## src/rtl/instruction_fetch.sv

```systemverilog
// ---------------------------------------------------------------------------
// instruction_fetch
//   Single-stage instruction fetch unit. It presents PC as a word address to a
//   combinational instruction memory, captures the returned word into an
//   output slot with a valid/ready handshake, and follows branch redirects
//   from execute. Fetch stops permanently (HALT) when the memory reports an
//   undefined word or PC leaves the memory. Only a reset leaves HALT.
//
// Parameters
//   MEM_DEPTH   number of 32-bit words in instruction memory
//   RESET_PC    word address loaded into PC on reset
//
// Ports
//   clock            in   rising-edge clock
//   reset            in   synchronous, active-high reset
//   Instruction_Add  out  word address to memory (equals PC)
//   Instruction      in   memory data for Instruction_Add, same cycle
//   Exit             in   memory flag: addressed word is undefined
//   Branch_Taken     in   redirect request from execute
//   Branch_Target    in   redirect word address
//   Out_Instruction  out  fetched instruction to decode
//   Out_PC           out  word address of Out_Instruction
//   Out_Valid        out  output slot holds a valid fetch
//   Out_Ready        in   decode accepts the slot this cycle
//   Halted           out  fetch stopped until reset
//   Fetch_Count      out  number of completed Out_Valid && Out_Ready cycles
// ---------------------------------------------------------------------------
module instruction_fetch #(
  parameter int unsigned MEM_DEPTH = 32,
  parameter logic [31:0] RESET_PC  = 32'd0
) (
  input  logic        clock,
  input  logic        reset,
  output logic [31:0] Instruction_Add,
  input  logic [31:0] Instruction,
  input  logic        Exit,
  input  logic        Branch_Taken,
  input  logic [31:0] Branch_Target,
  output logic [31:0] Out_Instruction,
  output logic [31:0] Out_PC,
  output logic        Out_Valid,
  input  logic        Out_Ready,
  output logic        Halted,
  output logic [31:0] Fetch_Count
);

  localparam logic [31:0] PC_LIMIT = 32'(MEM_DEPTH);

  typedef enum logic {
    RUN  = 1'b0,
    HALT = 1'b1
  } state_t;

  state_t      state;

  logic [31:0] pc_p0;
  logic [31:0] instr_p1;
  logic [31:0] pc_p1;
  logic        vld_p1;
  logic        halted;
  logic [31:0] fetch_cnt;

  logic        slot_free;
  logic        handshake;
  logic        end_of_prog;

  // Address and count increments wrap modulo 2^32.
  function automatic logic [31:0] inc_wrap(input logic [31:0] value);
    return value + 32'd1;
  endfunction

  // The slot may be refilled when it is empty or being drained this cycle.
  always_comb begin
    slot_free   = !vld_p1 || Out_Ready;
    handshake   = vld_p1 && Out_Ready;
    end_of_prog = Exit || (pc_p0 >= PC_LIMIT);
  end

  // ---- stage p0 -> p1: address PC, capture returned word into output slot
  always_ff @(posedge clock) begin
    if (reset) begin
      state     <= RUN;
      pc_p0     <= RESET_PC;
      vld_p1    <= 1'b0;
      instr_p1  <= 32'd0;
      pc_p1     <= 32'd0;
      halted    <= 1'b0;
      fetch_cnt <= 32'd0;
    end else begin
      // A handshake is counted even when the slot is flushed the same cycle.
      if (handshake) begin
        fetch_cnt <= inc_wrap(fetch_cnt);
      end

      case (state)
        RUN: begin
          if (Branch_Taken) begin
            // Redirect wins over stall, capture and halt; the slot is dropped.
            pc_p0  <= Branch_Target;
            vld_p1 <= 1'b0;
          end else if (slot_free) begin
            if (end_of_prog) begin
              // PC is held so Instruction_Add keeps pointing at the stop word.
              vld_p1 <= 1'b0;
              halted <= 1'b1;
              state  <= HALT;
            end else begin
              instr_p1 <= Instruction;
              pc_p1    <= pc_p0;
              vld_p1   <= 1'b1;
              pc_p0    <= inc_wrap(pc_p0);
            end
          end
        end

        HALT: begin
          vld_p1 <= 1'b0;
          halted <= 1'b1;
        end

        default: begin
          state  <= HALT;
          vld_p1 <= 1'b0;
          halted <= 1'b1;
        end
      endcase
    end
  end

  assign Instruction_Add = pc_p0;
  assign Out_Instruction = instr_p1;
  assign Out_PC          = pc_p1;
  assign Out_Valid       = vld_p1;
  assign Halted          = halted;
  assign Fetch_Count     = fetch_cnt;

endmodule

```

## config.mk

```make
export PLATFORM = sky130hd
export DESIGN_NAME = instruction_fetch
export DESIGN_NICKNAME = d
export VERILOG_FILES = /design/src/rtl/instruction_fetch.sv
export SDC_FILE = /design/constraint.sdc
export NUM_CORES = 1
export LEC_CHECK = 0
export BUFFER_PORTS_ARGS = -buffer_cell sky130_fd_sc_hd__buf_2
export CAP_MARGIN = 20
export CORE_ASPECT_RATIO = 0.6
export CORE_MARGIN = 1.5
export CORE_UTILIZATION = 53
export CTS_CLUSTER_SIZE = 24
export DETAILED_ROUTE_END_ITERATION = 8
export HOLD_SLACK_MARGIN = 0.08
export PLACE_DENSITY = 0.9
export SETUP_SLACK_MARGIN = 0.05
export SYNTH_ARGS = -nofsm -noshare
export SYNTH_HDL_FRONTEND = slang
export SYNTH_SLANG_ARGS = --single-unit
export TNS_END_PERCENT = 50
```

## constraint.sdc

```tcl
create_clock -name clock -period 5 [get_ports clock]
set_input_delay 1.25 -clock clock [delete_from_list [all_inputs] [get_ports clock]]
set_output_delay 1.25 -clock clock [all_outputs]
set_load 0.05 [all_outputs]
```

# [Word level (Yosys, flattened, before mapping)]
# Cells that the tools add are included.
[classes] addsub=2 magnitude_cmp=1 n_eq_ne=5 bitwise=3 n_reduce_logical=8 mux=15
[ops] operator="2-to-1 mux 32 bit" count=3
[ops] operator="adder 32 x 1 -> 32 bit (second input constant)" count=2
[ops] operator=">= comparator 32 x 6 -> 1 bit (second input constant)" count=1
[ops] operator="2-to-1 mux 1 bit" count=10
[ops] operator="inequality test 2 bit (second input constant)" count=4
[ops] operator="AND reduction 3 bit" count=2
[ops] operator="case mux 1 bit (2 select lines)" count=2
[ops] operator="AND reduction 4 bit" count=1
[ops] operator="inequality test 3 bit (second input constant)" count=1
[ops] operator="inverter 1 bit" count=3
[ops] operator="logical OR 1 bit" count=2
[ops] operator="nonzero test 2 bit" count=1
[ops] operator="logical AND 1 bit" count=1
[ops] operator="zero test 1 bit" count=1
[totals] out_inout_bits=130 register_bits=131 inputBits=69 elab_cells=41

# [Longest topological paths before layout]
[logic_depth] depth_word=6 ltp_mapped=7 depth_no_buf=6

# [Worst setup path before layout]
# No wires, ideal clock.
[synth_timing] kind="input-to-reg" from="input Exit" to="register instr_p1[10] (netlist: Out_Instruction[10])" t_arrival_ps=2458 n_path_buf=2 t_required_ps=4872 setup_ps=128 path_stages=7 path_slack_ps=2415 cell_sequence="nor4_1 nand4_1 nor3_1 buf_4 buf_6 mux2i_1 nor2_1"
[synth_between] elab_chain_cells=3
[synth_lines] element="start: declaration" line_no="36" rtl="input logic Exit,"
[synth_lines] element="logical OR 1 bit" line_no="76" rtl="end_of_prog = Exit || (pc_p0 >= PC_LIMIT);"
[synth_lines] element="inverter 1 bit (no line)"
[synth_lines] element="AND reduction 4 bit (no line)"
[synth_lines] element="end signal: assignment" line_no="108" rtl="instr_p1 <= Instruction;"
[synth_lines] element="end: declaration" line_no="57" rtl="logic [31:0] instr_p1;"
# No other way between the ends.
# A chain may end at the register's enable or synchronous reset.

# [Worst setup path in the final report]
[layout_timing] from="input Exit" to="register pc_p0[28] (netlist: Instruction_Add[28])"
[layout_between] elab_chain_cells=3
[layout_lines] element="logical OR 1 bit" line_no="76"
[layout_lines] element="inequality test 2 bit (no line)"
[layout_lines] element="AND reduction 3 bit (no line)"
[layout_lines] element="end signal: assignment" line_no="99" rtl="pc_p0 <= Branch_Target;"
[layout_lines] element="end signal: assignment" line_no="111" rtl="pc_p0 <= inc_wrap(pc_p0);"
[layout_lines] element="end: declaration" line_no="56" rtl="logic [31:0] pc_p0;"
# No other way between the ends.

==> summary.txt <==
Timing
  • Final-report hold violation count: 0
  • Period minus WS final: ~3.0 ns
  • Clock skew: 0.0120 ns
  • Fin crit share: 60.1%
  • Max Slew Vio Count: 0
  • Setup TNS: 0 ns
  • RSZ-0062 raised after global routing: no
  • Max transition margin: approximately a quarter
  • Worst-Margin Slew: 1.13 ns
  • # setup viols final: 0
  • Fmax: between 300 and 400 MHz

Power
  • Peak VDD IR: ~280 uV
  • Sw Pwr: 0.672 mW
  • Internal power: 1.94 mW
  • Net Sw Frac: 25.7%
  • Clock share of power: 50.1%
  • P_leak: 3.11 nW
  • Pwr/cell area: 375 mW/mm^2
  • Logic pwr share: 8.2%
  • Reg power frac: around two fifths

Detailed routing
  • First-pass detailed-route iteration total: 7
  • Post-route ant nets: 0
  • WL/cell: 16.3 um
  • Via density: 5.52
  • Vias: 5077
  • Drt drc: 0
  • WL final: 14.9 mm
  • DR iter-0 viols: 416

Final layout
  • Post-Route Utilization: a little over 70%
  • Synth-to-layout area growth: 31.9%
  • Layout cells sized above 1: slightly above 30%
  • Number of diodes: 0
  • Net count, final: roughly 840
  • Fin cells: 919

Placed design
  • RePlAce Congestion: 0.998
  • Post-DP HPWL: 10.4 mm
  • Placed insts: 885
  • IO Port Bufs: 198

Critical path
  • Reg2Reg Depth: 5
  • Critical path peak fanout: 13
  • R2r endpoint: Instruction_Add[28]
  • Worst reg2reg startpoint: Instruction_Add[11]
  • Critical Path RT: around 5.3 ns
  • Reg-to-reg setup timing slack: 2.38 ns
  • Crit path launch: Exit
  • CP endpoint kind: register
  • Worst Path Arrival: 3.33 ns
  • Crit Path Class: input port to register
  • Startpoint types: input port

Synth
  • Top-count cell post-synth: dfxtp_1
  • Top post-synthesis cells by count: dfxtp_1 (131), nor2_1 (95), mux2i_1 (39)
  • Warnings from Yosys: 0
  • Syn nets: about 650
  • Yosys reg bits: 131
  • Post-synthesis sequential area ratio: 49.6%
  • Syn_area_per_cell: 9.09 sq um
  • Synth top area share: between 40% and 50%
  • Synth Flop Type: dfxtp_1
  • Number of synthesized flops with an enable pin: 0
  • Fraction of registers with async set/reset: 0%
  • Synth cell types: 51
  • Cell area after synthesis: 0.00529 sq mm
  • Post-Syn Instances: ~580
  • Synth top area cells: dfxtp_1 (50%), mux2i_1 (7.4%), nor2_1 (6.7%)
  • Cell taking the most area after synthesis: dfxtp_1

GRT
  • Initial antenna violation count: 0
  • Total grt overflow: 0
  • Largest net degree at the start of global routing: 65
  • Vias in the first global route: 4626
  • Gr usage total: between 20% and 30%
  • Global-route wire length before repair: 23.5 mm

Clock network
  • Hold Buf Count CTS: 0
  • Post-CTS Setup Bufs: 0
  • CTS tree: built
  • Clk buf depth: 2
  • Clock transition at path regs: 0.06 ns
  • Sinks on Clock Net: 131
  • H-tree Lvls: 4
  • TritonCTS Buffers: 17
  • Post-CTS Resized: 0
  • Root buf cell: clkbuf_16
  • Worst skew pair latency: 0.41 ns

Min path
  • Min-delay src: Out_PC[17]
  • Hold Path Class: register to register
  • Hold Crit Depth: 1
  • Min-Delay Endpoint: Out_PC[17]

Floorplan
  • I/O pins: 199
  • Core Region: 0.00977 sq mm
  • Initial core utilization: 54.1%
  • Num rows: 28
  • Chip width: 132 um
  • Die Area: 0.0106 sq mm
  • DIE HEIGHT: 80.4 um

Run
  • Max Cap Viol: 0

Run status
  • Outcome: complete, no violations
[worst max-delay path: stages]
cell	delay (ns)
buf_2	0.10
nor4_1	0.24
nand4_1	0.28
o31ai_2	1.02
a21oi_1	0.16
a311oi_1	0.28
[per-stage QoR]
| stage | setup slack, ns | area (sq um) | hold WS (ns) | total power [mW] |
|---|---|---|---|---|
| detailed placement | 1.50 | 6330 | 0.441 | 1.32 |
| global route | 1.88 | 6970 | 0.473 | 2.69 |
| finish | 1.99 | 6970 | 0.457 | 2.62 |
| global placement | 1.66 | 6330 | 0.434 | 1.31 |
| CTS | 1.93 | 6960 | 0.457 | 2.62 |
| floorplan | 2.41 | 5290 | 0.589 | 1.25 |
[final cells by class]
| class | count | area [sq um] |
|---|---|---|
| inverters | 12 | 45.0 |
| well taps | 135 | 169 |
| fillers | 755 | 2800 |
| clock inverters | 14 | 191 |
| flip-flops and latches | 131 | 2620 |
| repair buffers | 203 | 1030 |
| multi-input cells | 406 | 2480 |
| clock buffers | 18 | 439 |
[how the worst max path moves through the flow]
stage	to	slack [ns]	cells past startpoint
after detailed placement	Out_PC[18]	1.50	6
final	Instruction_Add[28]	1.99	6
after global placement	Out_PC[25]	1.66	6
after CTS	Out_PC[18]	1.93	6
after global routing	Instruction_Add[17]	1.88	5
after floorplan	Out_Instruction[10]	2.41	7
[power by group through the flow]
stage	Sequential, mW	Clock, mW	Combinational (mW)
global route	1.09	1.37	0.229
finish	1.09	1.31	0.214
floorplan	1.17	0	0.0788
detailed placement	1.11	0	0.208
CTS	1.09	1.32	0.210
global placement	1.11	0	0.204
[layer usage]
| metal | part of all wire, % | vias up | track usage, % |
|---|---|---|---|
| li1 | - | 2421 | - |
| met5 | 0 | - | 0 |
| met1 | 45 | 2370 | 38.1 |
| met3 | 9.7 | 25 | 8.21 |
| met2 | 45 | 261 | 42.7 |
| met4 | 0.99 | 0 | 8.44 |
[logic make-up after synthesis]
| logic type | after synthesis | synth area share [%] |
|---|---|---|
| buffers and inverters | 45 | 3.78 |
| and+or+nand+nor | 254 | 24.0 |
| adders and majority gates | 3 | 0.710 |
| muxes | 39 | 7.38 |
| xor gates and xnor gates | 27 | 4.47 |
| DFF | 131 | 49.6 |
| AOI/OAI and AO/OA | 83 | 10.0 |
[registers in the layout (all words and copies together) (netlist names)]
name and cells:
state 1, Fetch_Count 32, Out_PC 32, Halted 1, Instruction_Add 32, Out_Valid 1, Out_Instruction 32
[cells in the final DEF, fill, tap and decap left out, types with 3 or more instances in the layout]
| cell type | n |
|---|---|
| a211oi_1 | 11 |
| a31oi_1 | 4 |
| bufinv_16 | 3 |
| clkbuf_16 | 17 |
| nand2_1 | 35 |
| nor3_1 | 10 |
| nand3b_1 | 3 |
| a21oi_1 | 26 |
| nand3_1 | 17 |
| and2_1 | 31 |
| buf_2 | 197 |
| xnor2_1 | 3 |
| mux2i_1 | 39 |
| dfxtp_1 | 131 |
| inv_1 | 12 |
| and3_1 | 6 |
| nand4_1 | 19 |
| xor2_1 | 24 |
| o21ai_0 | 17 |
| inv_6 | 5 |
| o22ai_1 | 3 |
| nor4_1 | 9 |
| buf_4 | 6 |
| and4_1 | 8 |
| or3_1 | 6 |
| nand2b_1 | 3 |
| clkinv_4 | 4 |
| nor2_1 | 95 |
| a22oi_1 | 3 |
| ha_1 | 3 |
Power figures use the tool's default switching activity.
